`src/rtl/carfield_domain_seq.sv`:
```
// carfield_domain_seq: per-domain clock-enable / reset sequencer for Carfield's gateable subdomains
// One Moore FSM per domain (OFF, CLK_EN, ON, SW_RST, RST_ASSERT) orders clock enable,
// reset release, reset assertion and clock gating using programmable down-counters.
// Ports:
//   clk_i            system clock
//   rst_i            synchronous active-high reset; all FSMs to OFF, counters to 0
//   en_req_i         per-domain level request (1 = on), OR'ed with AlwaysOn
//   sw_rst_i         per-domain warm-reset pulse, honoured only in ON
//   clk_cycles_i     clock-run cycles before reset release, minus 1 (sampled on CLK_EN entry)
//   rst_cycles_i     reset-hold cycles with clock running, minus 1 (sampled on SW_RST/RST_ASSERT entry)
//   domain_clk_en_o  clock-gate enable per domain
//   domain_rst_no    active-low domain reset per domain
//   active_o         domain is ON
//   busy_o           domain is mid-sequence
// Option: define CARFIELD_DOMAIN_SEQ_SERIAL_EN to allow only one busy domain at a time.
module carfield_domain_seq #(
  parameter int unsigned NumDomains = 6,
  parameter int unsigned CntWidth = 8,
  parameter logic [NumDomains-1:0] AlwaysOn = 6'b000001
) (
  input  logic                  clk_i,
  input  logic                  rst_i,
  input  logic [NumDomains-1:0] en_req_i,
  input  logic [NumDomains-1:0] sw_rst_i,
  input  logic [CntWidth-1:0]   clk_cycles_i,
  input  logic [CntWidth-1:0]   rst_cycles_i,
  output logic [NumDomains-1:0] domain_clk_en_o,
  output logic [NumDomains-1:0] domain_rst_no,
  output logic [NumDomains-1:0] active_o,
  output logic [NumDomains-1:0] busy_o
);
  typedef enum logic [2:0] {OFF, CLK_EN, ON, SW_RST, RST_ASSERT} state_e;
  state_e state_q [NumDomains];
  state_e state_n [NumDomains];
  logic [CntWidth-1:0] cnt_q [NumDomains];
  logic [CntWidth-1:0] cnt_n [NumDomains];
  logic [NumDomains-1:0] eff_en, want, grant, hold;
  assign eff_en = en_req_i | AlwaysOn;
  // Unconstrained next state; want marks domains trying to leave OFF or ON.
  always_comb begin
    want = '0;
    for (int d = 0; d < NumDomains; d++) begin
      state_n[d] = state_q[d];
      cnt_n[d] = (cnt_q[d] != '0) ? cnt_q[d] - 1'b1 : cnt_q[d];
      case (state_q[d])
        OFF: if (eff_en[d]) begin
          state_n[d] = CLK_EN;
          cnt_n[d] = clk_cycles_i;
        end
        CLK_EN: if (!eff_en[d]) begin
          state_n[d] = RST_ASSERT;
          cnt_n[d] = rst_cycles_i;
        end else if (cnt_q[d] == '0) state_n[d] = ON;
        ON: if (!eff_en[d]) begin
          state_n[d] = RST_ASSERT;
          cnt_n[d] = rst_cycles_i;
        end else if (sw_rst_i[d]) begin
          state_n[d] = SW_RST;
          cnt_n[d] = rst_cycles_i;
        end
        SW_RST: if (cnt_q[d] == '0) begin
          state_n[d] = eff_en[d] ? ON : RST_ASSERT;
          cnt_n[d] = eff_en[d] ? cnt_q[d] : rst_cycles_i;
        end
        RST_ASSERT: if (cnt_q[d] == '0) state_n[d] = OFF;
        default: state_n[d] = OFF;
      endcase
      want[d] = (state_q[d] == OFF || state_q[d] == ON) && state_n[d] != state_q[d];
    end
  end
`ifdef CARFIELD_DOMAIN_SEQ_SERIAL_EN
  // Lowest-index requester wins, and only while no domain is busy.
  assign grant = (|busy_o) ? '0 : want & (~want + NumDomains'(1));
`else
  assign grant = want;
`endif
  assign hold = want & ~grant;
  always_ff @(posedge clk_i) begin
    for (int d = 0; d < NumDomains; d++) begin
      if (rst_i) begin
        state_q[d] <= OFF;
        cnt_q[d] <= '0;
      end else if (!hold[d]) begin
        state_q[d] <= state_n[d];
        cnt_q[d] <= cnt_n[d];
      end
    end
  end
  always_comb begin
    domain_clk_en_o = '0;
    domain_rst_no = '0;
    active_o = '0;
    busy_o = '0;
    for (int d = 0; d < NumDomains; d++) begin
      domain_clk_en_o[d] = state_q[d] != OFF;
      domain_rst_no[d] = state_q[d] == ON;
      active_o[d] = state_q[d] == ON;
      busy_o[d] = state_q[d] inside {CLK_EN, SW_RST, RST_ASSERT};
    end
  end
endmodule
```
`config.mk`:
```
export PLATFORM = sky130hd
export DESIGN_NAME = carfield_domain_seq
export DESIGN_NICKNAME = d
export VERILOG_FILES = /design/src/rtl/carfield_domain_seq.sv
export SDC_FILE = /design/constraint.sdc
export NUM_CORES = 1
export LEC_CHECK = 0
export CAP_MARGIN = 20
export CORE_ASPECT_RATIO = 0.5
export CORE_UTILIZATION = 49
export DETAILED_ROUTE_END_ITERATION = 8
export PLACE_DENSITY = 0.67
export SLEW_MARGIN = 40
export SYNTH_ARGS = -nofsm -noshare
export SYNTH_HDL_FRONTEND = slang
export SYNTH_SLANG_ARGS = --single-unit
export TNS_END_PERCENT = 50
```
`constraint.sdc`:
```
create_clock -name clk_i -period 2.82 [get_ports clk_i]
set_input_delay 0.564 -clock clk_i [delete_from_list [all_inputs] [get_ports clk_i]]
set_output_delay 0.564 -clock clk_i [all_outputs]
set_load 0.02 [all_outputs]
```
Word-level counts from Yosys, hierarchy flattened
Memories as Yosys holds them, arrays and structs flattened.
Cells that the tools add are included.

word-level totals
  flip-flop bits (word level) = 0
  bits in writable memories = 66
  memories = 2

memory list
  name     words  width  read ports  clocked after Yosys merged registers in  wr ports  RTL line  text
  cnt_q    6      8      6           0                                        6         35        logic [CntWidth-1:0] cnt_q [NumDomains];
  state_q  6      3      6           0                                        6         33        state_e state_q [NumDomains];

cells by class
  add/subtract/negate cells = 6
  eq/ne operators = 30
  mux-type cells = 125
  bitwise logic cells = 14
  reductions and logical operators = 43

operators with widths
  kind                                                                count
  8-bit two-way mux                                                   44
  8-bit case mux with 4 select lines                                  5
  3-bit two-way mux                                                   49
  3-bit case mux with 5 select lines                                  5
  8-bit logical NOT                                                   6
  8-bit nonzero test                                                  6
  8-bit by 1-bit subtractor with 8-bit output, second input constant  6
  3-bit by 2-bit == test with 1-bit output, second input constant     12
  3-bit nonzero test                                                  12
  8-bit case mux with 3 select lines                                  1
  1-bit two-way mux                                                   20
  3-bit by 1-bit == test with 1-bit output, second input constant     6
  3-bit == test, second input constant                                6
  3-bit logical NOT                                                   6
  3-bit != test                                                       6
  1-bit OR                                                            12
  3-bit case mux with 4 select lines                                  1
  6-bit bitwise AND                                                   1
  1-bit logical AND                                                   6
  1-bit logical OR                                                    6
  6-bit NOT                                                           1
  2-bit OR reduction                                                  1

Depth between registers and ports, before layout
Gate-level depths: netlist of the first run.
An unclocked memory read counts as a cell.

  depth in word-level cells = 13
  mapped depth = 9
  gate-level depth less buffers = 7

Worst setup path after synthesis of the first run
No wires, ideal clock.

  kind = reg-to-output
  from = memory state_q[2][4] in the netlist's numbering
  to = output port domain_rst_no[5]
  arrival = 1.716 ns
  data required time = 2.256 ns
  slack = 0.540 ns
  stages on the path, launching flop included = 5
  cells stage by stage = dfxtp_1 -> clkbuf_1 -> clkbuf_1 -> nor3b_1 -> buf_4

RTL lines
  element      RTL line  text
  from (decl)  33
  to (decl)    28        output logic [NumDomains-1:0] domain_rst_no,

==> results of run 1 <==
-- cells in the final DEF (no fill, tap or decap), types with 9 or more instances in the layout --
cell,instances
nor2_1,70
clkdlybuf4s50_1,51
edfxtp_1,48
nand2_1,41
nor3_1,36
a21oi_1,36
buf_4,27
inv_1,26
o21ai_0,22
nand2b_1,19
xnor2_1,18
dfxtp_1,18
nand3_1,16
nor4_1,13
a221o_1,13
a22oi_1,13
a31oi_1,12
xor2_1,11
ha_1,11
and2_1,9
nor2b_1,9
clkbuf_16,9
-- final timing paths --
kind	start	end	slack (ns)
setup / recovery	state_q[2][3]	busy_o[5]	0.26
hold / removal	state_q[0][1]	state_q[0][1]	0.55
setup reg to reg	cnt_q[5][0]	cnt_q[5][4]	0.45
hold reg to reg	state_q[0][1]	state_q[0][1]	0.55
-- critical path, delay by kind of cell, from the launching register on --
| family | cells | cell delay (ns) |
|---|---|---|
| buffers and inverters | 1 | 0.60 |
| DFF | 1 | 0.48 |
| and+or+nand+nor | 3 | 0.58 |
-- cell families (layout without fill, tap and decap cells) --
group                      Yosys count  in the layout  synth area share, %
and+or+nand+nor                    273            273                 28.1
AOI/OAI and AO/OA                  170            170                 22.7
buffers and inverters               75            121                 6.19
DFF                                 66             66                 33.5
xor gates and xnor gates            29             29                 4.73
adders and majority gates           11             11                 2.56
muxes                               11             11                 2.17
-- cells in the mapped netlist, drive strengths merged, types with 17 or more instances --
master	instances	area, sq um
a21oi	36	180
clkbuf	34	129
dfxtp	18	360
edfxtp	48	1440
inv	26	97.6
nand2	41	154
nand2b	19	119
nor2	72	285
nor3	37	190
nor4	17	149
o21ai	22	110
xnor2	18	158
-- state kept, by name, indices dropped and copies added, names as in the netlist --
name,flops
cnt_q,48
state_q,18
-- metal layers --
metal / vias to the layer above / share of wire [%]
met5: - / 0
met4: 0 / 1.9
met3: 28 / 7.6
met2: 225 / 44
met1: 2484 / 46
li1: 2485 / -
-- stage by stage --
step	util (%)	instance area, sq um	power [mW]	setup WS [ns]
5_1_grt	60.3	6290	4.27	0.119
3_5_place_dp	57.8	6030	3.00	0.249
4_1_cts	60.3	6290	4.03	0.275
6_report	60.3	6290	4.04	0.255
2_1_floorplan	-	5370	2.58	0.540
3_3_place_gp	57.8	6030	2.97	0.261
-- area by class of cell --
| cell class | instances | area [sq um] | share of cell area [%] |
|---|---|---|---|
| Multi-Input combinational cell | 494 | 3240 | 51.4 |
| Sequential cell | 66 | 1800 | 28.6 |
| Timing Repair Buffer | 79 | 718 | 11.4 |
| Clock buffer | 12 | 246 | 3.92 |
| Tap cell | 140 | 175 | 2.78 |
| Inverter | 26 | 97.6 | 1.55 |
| Clock inverter | 4 | 17.5 | 0.278 |
-- power groups by stage --
stage          combinational (mW)  sequential, mW  clock [mW]
4_1_cts                      1.55            1.44        1.03
2_1_floorplan                1.20            1.39           0
3_5_place_dp                 1.54            1.46           0
5_1_grt                      1.72            1.47        1.08
3_3_place_gp                 1.52            1.45           0
6_report                     1.57            1.45        1.02
==> summary.md, run 1 <==
| Metric | Value |
|---|---|
| Outcome | completed |
| Worst setup SP type | flop |
| Hold Crit Class | flop to flop |
| Post-CTS sizing | 0 |
| Post-DRT Antenna Nets | 0 |
| Clock Latency Late Sink | 0.34 ns |
| Mapped Cells | 635 |
| Post-synthesis register bit count | 66 |
| Number of buffer cells added on primary ports | 52 |
| Number of distinct library cells after synthesis | 70 |
| Layout Cells excl Fill | 821 |
| Sw frac | 36.3% |
| Starting Density | 51.4% |
| Setup bufs post-CTS | 0 |
| M2 GR Usage | 42.5% |
| Clock transition at the registers of the reported paths | 0.06 ns |
| Initial antenna violation count | 0 |
| Cts bufs inserted | 9 |
| Comb pwr share | 38.8% |
| YS warnings | 0 |
| Worst endpoint required time | 2.26 ns |
| Clock Skews | 0.00866 ns |
| CP Max Fanout | 18 |
| Gr ovfl total | 0 |
| I/O pins | 54 |
| Pre-antenna DRT Iters | 6 |
| Htree depth | 3 |
| CP Class | flop to output pin |
| Max_slew headroom | 55.1% |
| Site Rows | 26 |
| Max incr delay on CP | 0.60 ns |
| Slowest-stage cell, CP | clkdlybuf4s50_1 |
| DR iter-0 viols | 465 |
| Setup TNS | 0 ns |
| Post-Syn Area | 5370 sq um |
| DR DRC count | 0 |
| Final HPWL DP | 10,900 um |
| Fraction of layout cells with a size suffix above 1 | 9.10% |
| Vias in the first global route | 4,611 |
| Crit-path most repeated cell | nand2_1 |
| CTS Hold Buffers Added | 0 |
| Die Area | 11,400 sq um |
| Worst endpoint data arrival time | 2.00 ns |
| Core area | 10,400 sq um |
| Sw power | 1.46 mW |
| R2R cell count | 7 |
| Number of synthesized flops with an enable pin | 48 |
| DR vias | 5,222 |
| M3 GR Usage | 4.79% |
| Layout fillers | 956 |
| Max Clk Rate | 0.390 GHz |
| Power Dens Cells | 642 nW/um^2 |
| Max cap viols | 0 |
| GRT busiest layer | met2 |
| Sequential area share after synthesis | 33.5% |
| N_diodes | 0 |
| VDD IR-drop max | 0.000309 V |
| Grt met1 use | 39.0% |
| Minimum clock period | 2.56 ns |
| GPL Wtd Cong | 0.879 |
| Final nets | 717 |
| Synthesized area per cell | 8.46 sq um |
| Final-report hold violation count | 0 |
| Area delta synth->final | 17.2% |
| Leakage | 2.39 nW |
| Main flop type after synthesis | edfxtp_1 |
| Crit end category | output pin |
| Sequential power share | 35.9% |
| First-pass GRT wire length | 24,100 um |
| Async S/R FF share, synth | 0% |
| Slew @ Worst Pin | 0.673 ns |
| RSZ-0062 raised after global routing | no |
| Largest net degree at the start of global routing | 23 |
| Die Ht | 76.0 um |
| WL final | 15,400 um |
| Internal | 2.57 mW |
| Clock Path Buffers | 2 |
| Tot GR Track Use | 27.4% |
| CTS tree | done |
| Clk sinks | 66 |
| Vias per cell | 6.36 |
| Max Slew Vio Count | 0 |
| Post-Syn Nets | 676 |
| WHS | 0.550 ns |
| Crit-path cells | nor2_1 -> nand2_1 -> nand2_1 -> clkdlybuf4s50_1 |
| Die X | 150 um |
| Hold path cells | 2 |
| Placed Instances | 805 |
| Final period utilization | 90.9% |
| Clock power frac | 25.3% |
| Clock root cell | clkbuf_16 |
| WL/cell | 18.8 um |
| Setup violators final | 0 |
(Power assumes the default switching activity.)
==> run 2, diff against run 1 <==
--- a/config.mk
+++ b/config.mk
@@ -6,10 +6,12 @@
 export NUM_CORES = 1
 export LEC_CHECK = 0
 export CAP_MARGIN = 20
+export CELL_PAD_IN_SITES_DETAIL_PLACEMENT = 0
+export CELL_PAD_IN_SITES_GLOBAL_PLACEMENT = 2
 export CORE_ASPECT_RATIO = 0.5
-export CORE_UTILIZATION = 49
+export CORE_UTILIZATION = 35
 export DETAILED_ROUTE_END_ITERATION = 8
-export PLACE_DENSITY = 0.67
+export PLACE_DENSITY = 0.77
 export SLEW_MARGIN = 40
 export SYNTH_ARGS = -nofsm -noshare
 export SYNTH_HDL_FRONTEND = slang
==> run 2 against run 1 <==
Clock power increased by 11%. Sequential power about the same. Clock-buffer cell count unchanged. Highest routed layer unchanged. Flip-flop and latch count unchanged. Critical path type unchanged. Via count decreased by 1.5%. Core utilization decreased by 17 points. Total power increased by 3.0%. Hold slack improved by 0.0042 ns. First-iteration DRC count increased by 16%. Critical endpoint is now busy_o[2]. Die area increased by 39%. Routed wire length increased by 11%.
==> summary.md, run 2 (synthesis results as in run 1) <==
| Metric | Value |
|---|---|
| CP Max Fanout | 13 (-5) |
| Vias per cell | 5.83 (-8.3%) |
| RSZ-0062 raised after global routing | no |
| Hold path cells | 1 (-1) |
| Slew @ Worst Pin | 0.818 ns (+0.146 ns) |
| Leakage | 2.42 nW (+1.2%) |
| GPL Wtd Cong | 0.834 (-5.1%) |
| Clock Latency Late Sink | 0.33 ns (about the same) |
| Max Clk Rate | 0.386 GHz (-0.89%) |
| Final nets | 720 (+0.42%) |
| Cts bufs inserted | 9 (unchanged) |
| WL final | 17,100 um (+11%) |
| I/O pins | 54 (unchanged) |
| Total Power | 4.16 mW (+3.0%) |
| Area delta synth->final | 19.6% |
| Vias in the first global route | 4,544 (-1.5%) |
| Top Registers | cnt_q x48, state_q x18 |
| Core area | 14,700 sq um (+41%) |
| Most frequent cells in the layout | nor2_1, clkdlybuf4s50_1, edfxtp_1 |
| CTS tree | done |
| Clk sinks | 66 (unchanged) |
| N_diodes | 0 (unchanged) |
| Initial antenna violation count | 0 (unchanged) |
| Max Slew Vio Count | 0 (unchanged) |
| Leading cell type in the layout, fill and taps excluded | nor2_1 |
| Setup bufs post-CTS | 0 (unchanged) |
| Worst endpoint data arrival time | 2.02 ns (+0.02 ns) |
| Post-DRT Antenna Nets | 0 (unchanged) |
| Hold Crit Class | flop to flop |
| Clock Skews | 0.00581 ns (-0.00285 ns) |
| Max_slew headroom | 44.9% (-10 points) |
| Site Rows | 31 (+19%) |
| DR vias | 5,144 (-1.5%) |
| Top reg by flops | cnt_q |
| Final period utilization | 91.8% (+0.81 points) |
| Final HPWL DP | 12,200 um (+12%) |
| Final-report hold violation count | 0 (unchanged) |
| Layout fillers | 1,477 (+54%) |
| Gr ovfl total | 0 (unchanged) |
| Starting Density | 36.5% (-15 points) |
| VDD IR-drop max | 0.000250 V (-19%) |
| Clock root cell | clkbuf_16 |
| Die Ht | 89.6 um (+18%) |
| Worst endpoint required time | 2.26 ns (about the same) |
| Setup TNS | 0 ns (unchanged) |
| DR DRC count | 0 (unchanged) |
| DR iter-0 viols | 539 (+16%) |
| Die X | 177 um (+18%) |
| Die Area | 15,900 sq um (+39%) |
| Max reg flops | 48 (unchanged) |
| Largest net degree at the start of global routing | 28 (+22%) |
| Minimum clock period | 2.59 ns (+0.0230 ns) |
| First-pass GRT wire length | 26,200 um (+8.9%) |
| Max cap viols | 0 (unchanged) |
| Htree depth | 3 (unchanged) |
| Tot GR Track Use | 21.9% (-5.4 points) |
| Crit end category | output pin |
| Power Dens Cells | 647 nW/um^2 (+0.92%) |
| CP Class | flop to output pin |
| Worst setup SP type | flop |
| Post-CTS sizing | 0 (unchanged) |
| Pre-antenna DRT Iters | 5 (-1) |
| Clock transition at the registers of the reported paths | 0.06 ns (about the same) |
| WL/cell | 19.4 um (+3.2%) |
| Setup violators final | 0 (unchanged) |
| CTS Hold Buffers Added | 0 (unchanged) |
| Outcome | completed |
| Number of buffer cells added on primary ports | 52 (unchanged) |
| R2R cell count | 7 (unchanged) |
| Clock Path Buffers | 2 (unchanged) |
| Fraction of layout cells with a size suffix above 1 | 9.50% (+0.40 points) |
run 2: cell types whose count changed in the layout (fill, tap and decap cells not counted), sizes merged:
| cell | before | now |
|---|---|---|
| buf | 28 | 31 |
| clkinv | 4 | 3 |
| bufinv | 0 | 1 |
run 2: per-stage QoR:
stage          setup slack, ns  util [%]  area, sq um  hold WS, ns  instances
4_1_cts                  0.211      43.6         6430        0.548        882
5_1_grt                 0.0915      43.6         6430        0.590        882
3_3_place_gp             0.254      41.6         6140        0.537        866
3_5_place_dp             0.262      41.6         6140        0.538        866
2_1_floorplan            0.540         -         5370        0.515        635
6_report                 0.232      43.6         6430        0.554        882
run 2: per-layer routing:
layer / GRT usage (%) / up-vias / routed length [um] / part of all wire, %
li1: - / 2487 / - / -
met1: 31.9 / 2491 / 8490 / 50
met2: 34.0 / 149 / 7460 / 44
met3: 4.00 / 17 / 989 / 5.8
met4: 4.15 / 0 / 144 / 0.84
met5: 0 / - / 0 / 0
run 2: final timing paths:
kind                 start            end  slack, ns
max          state_q[1][0]      busy_o[2]       0.23
min          state_q[0][2]  state_q[0][1]       0.55
max reg2reg    cnt_q[5][0]    cnt_q[5][3]       0.40
min reg2reg  state_q[0][2]  state_q[0][1]       0.55
run 2: final cells by class:
| cell class | count | area (sq um) | area share, % |
|---|---|---|---|
| clock inverter | 4 | 42.5 | 0.662 |
| inverter | 26 | 97.6 | 1.52 |
| tap | 198 | 248 | 3.85 |
| timing repair buffer | 82 | 753 | 11.7 |
| sequential | 66 | 1800 | 28.0 |
| clock buffer | 12 | 246 | 3.83 |
| multi-input combinational | 494 | 3240 | 50.4 |
run 2: where the power goes:
group	total (mW)	switching [mW]	internal, mW
Sequential	1.44	0.207	1.24
Clock	1.13	0.429	0.702
Combinational	1.59	0.855	0.731
run 2: critical path: stages, from the launching register on:
cell and delay, ns:
dfxtp_1 0.57, nor2b_1 0.40, a21o_1 0.13, clkdlybuf4s50_1 0.60
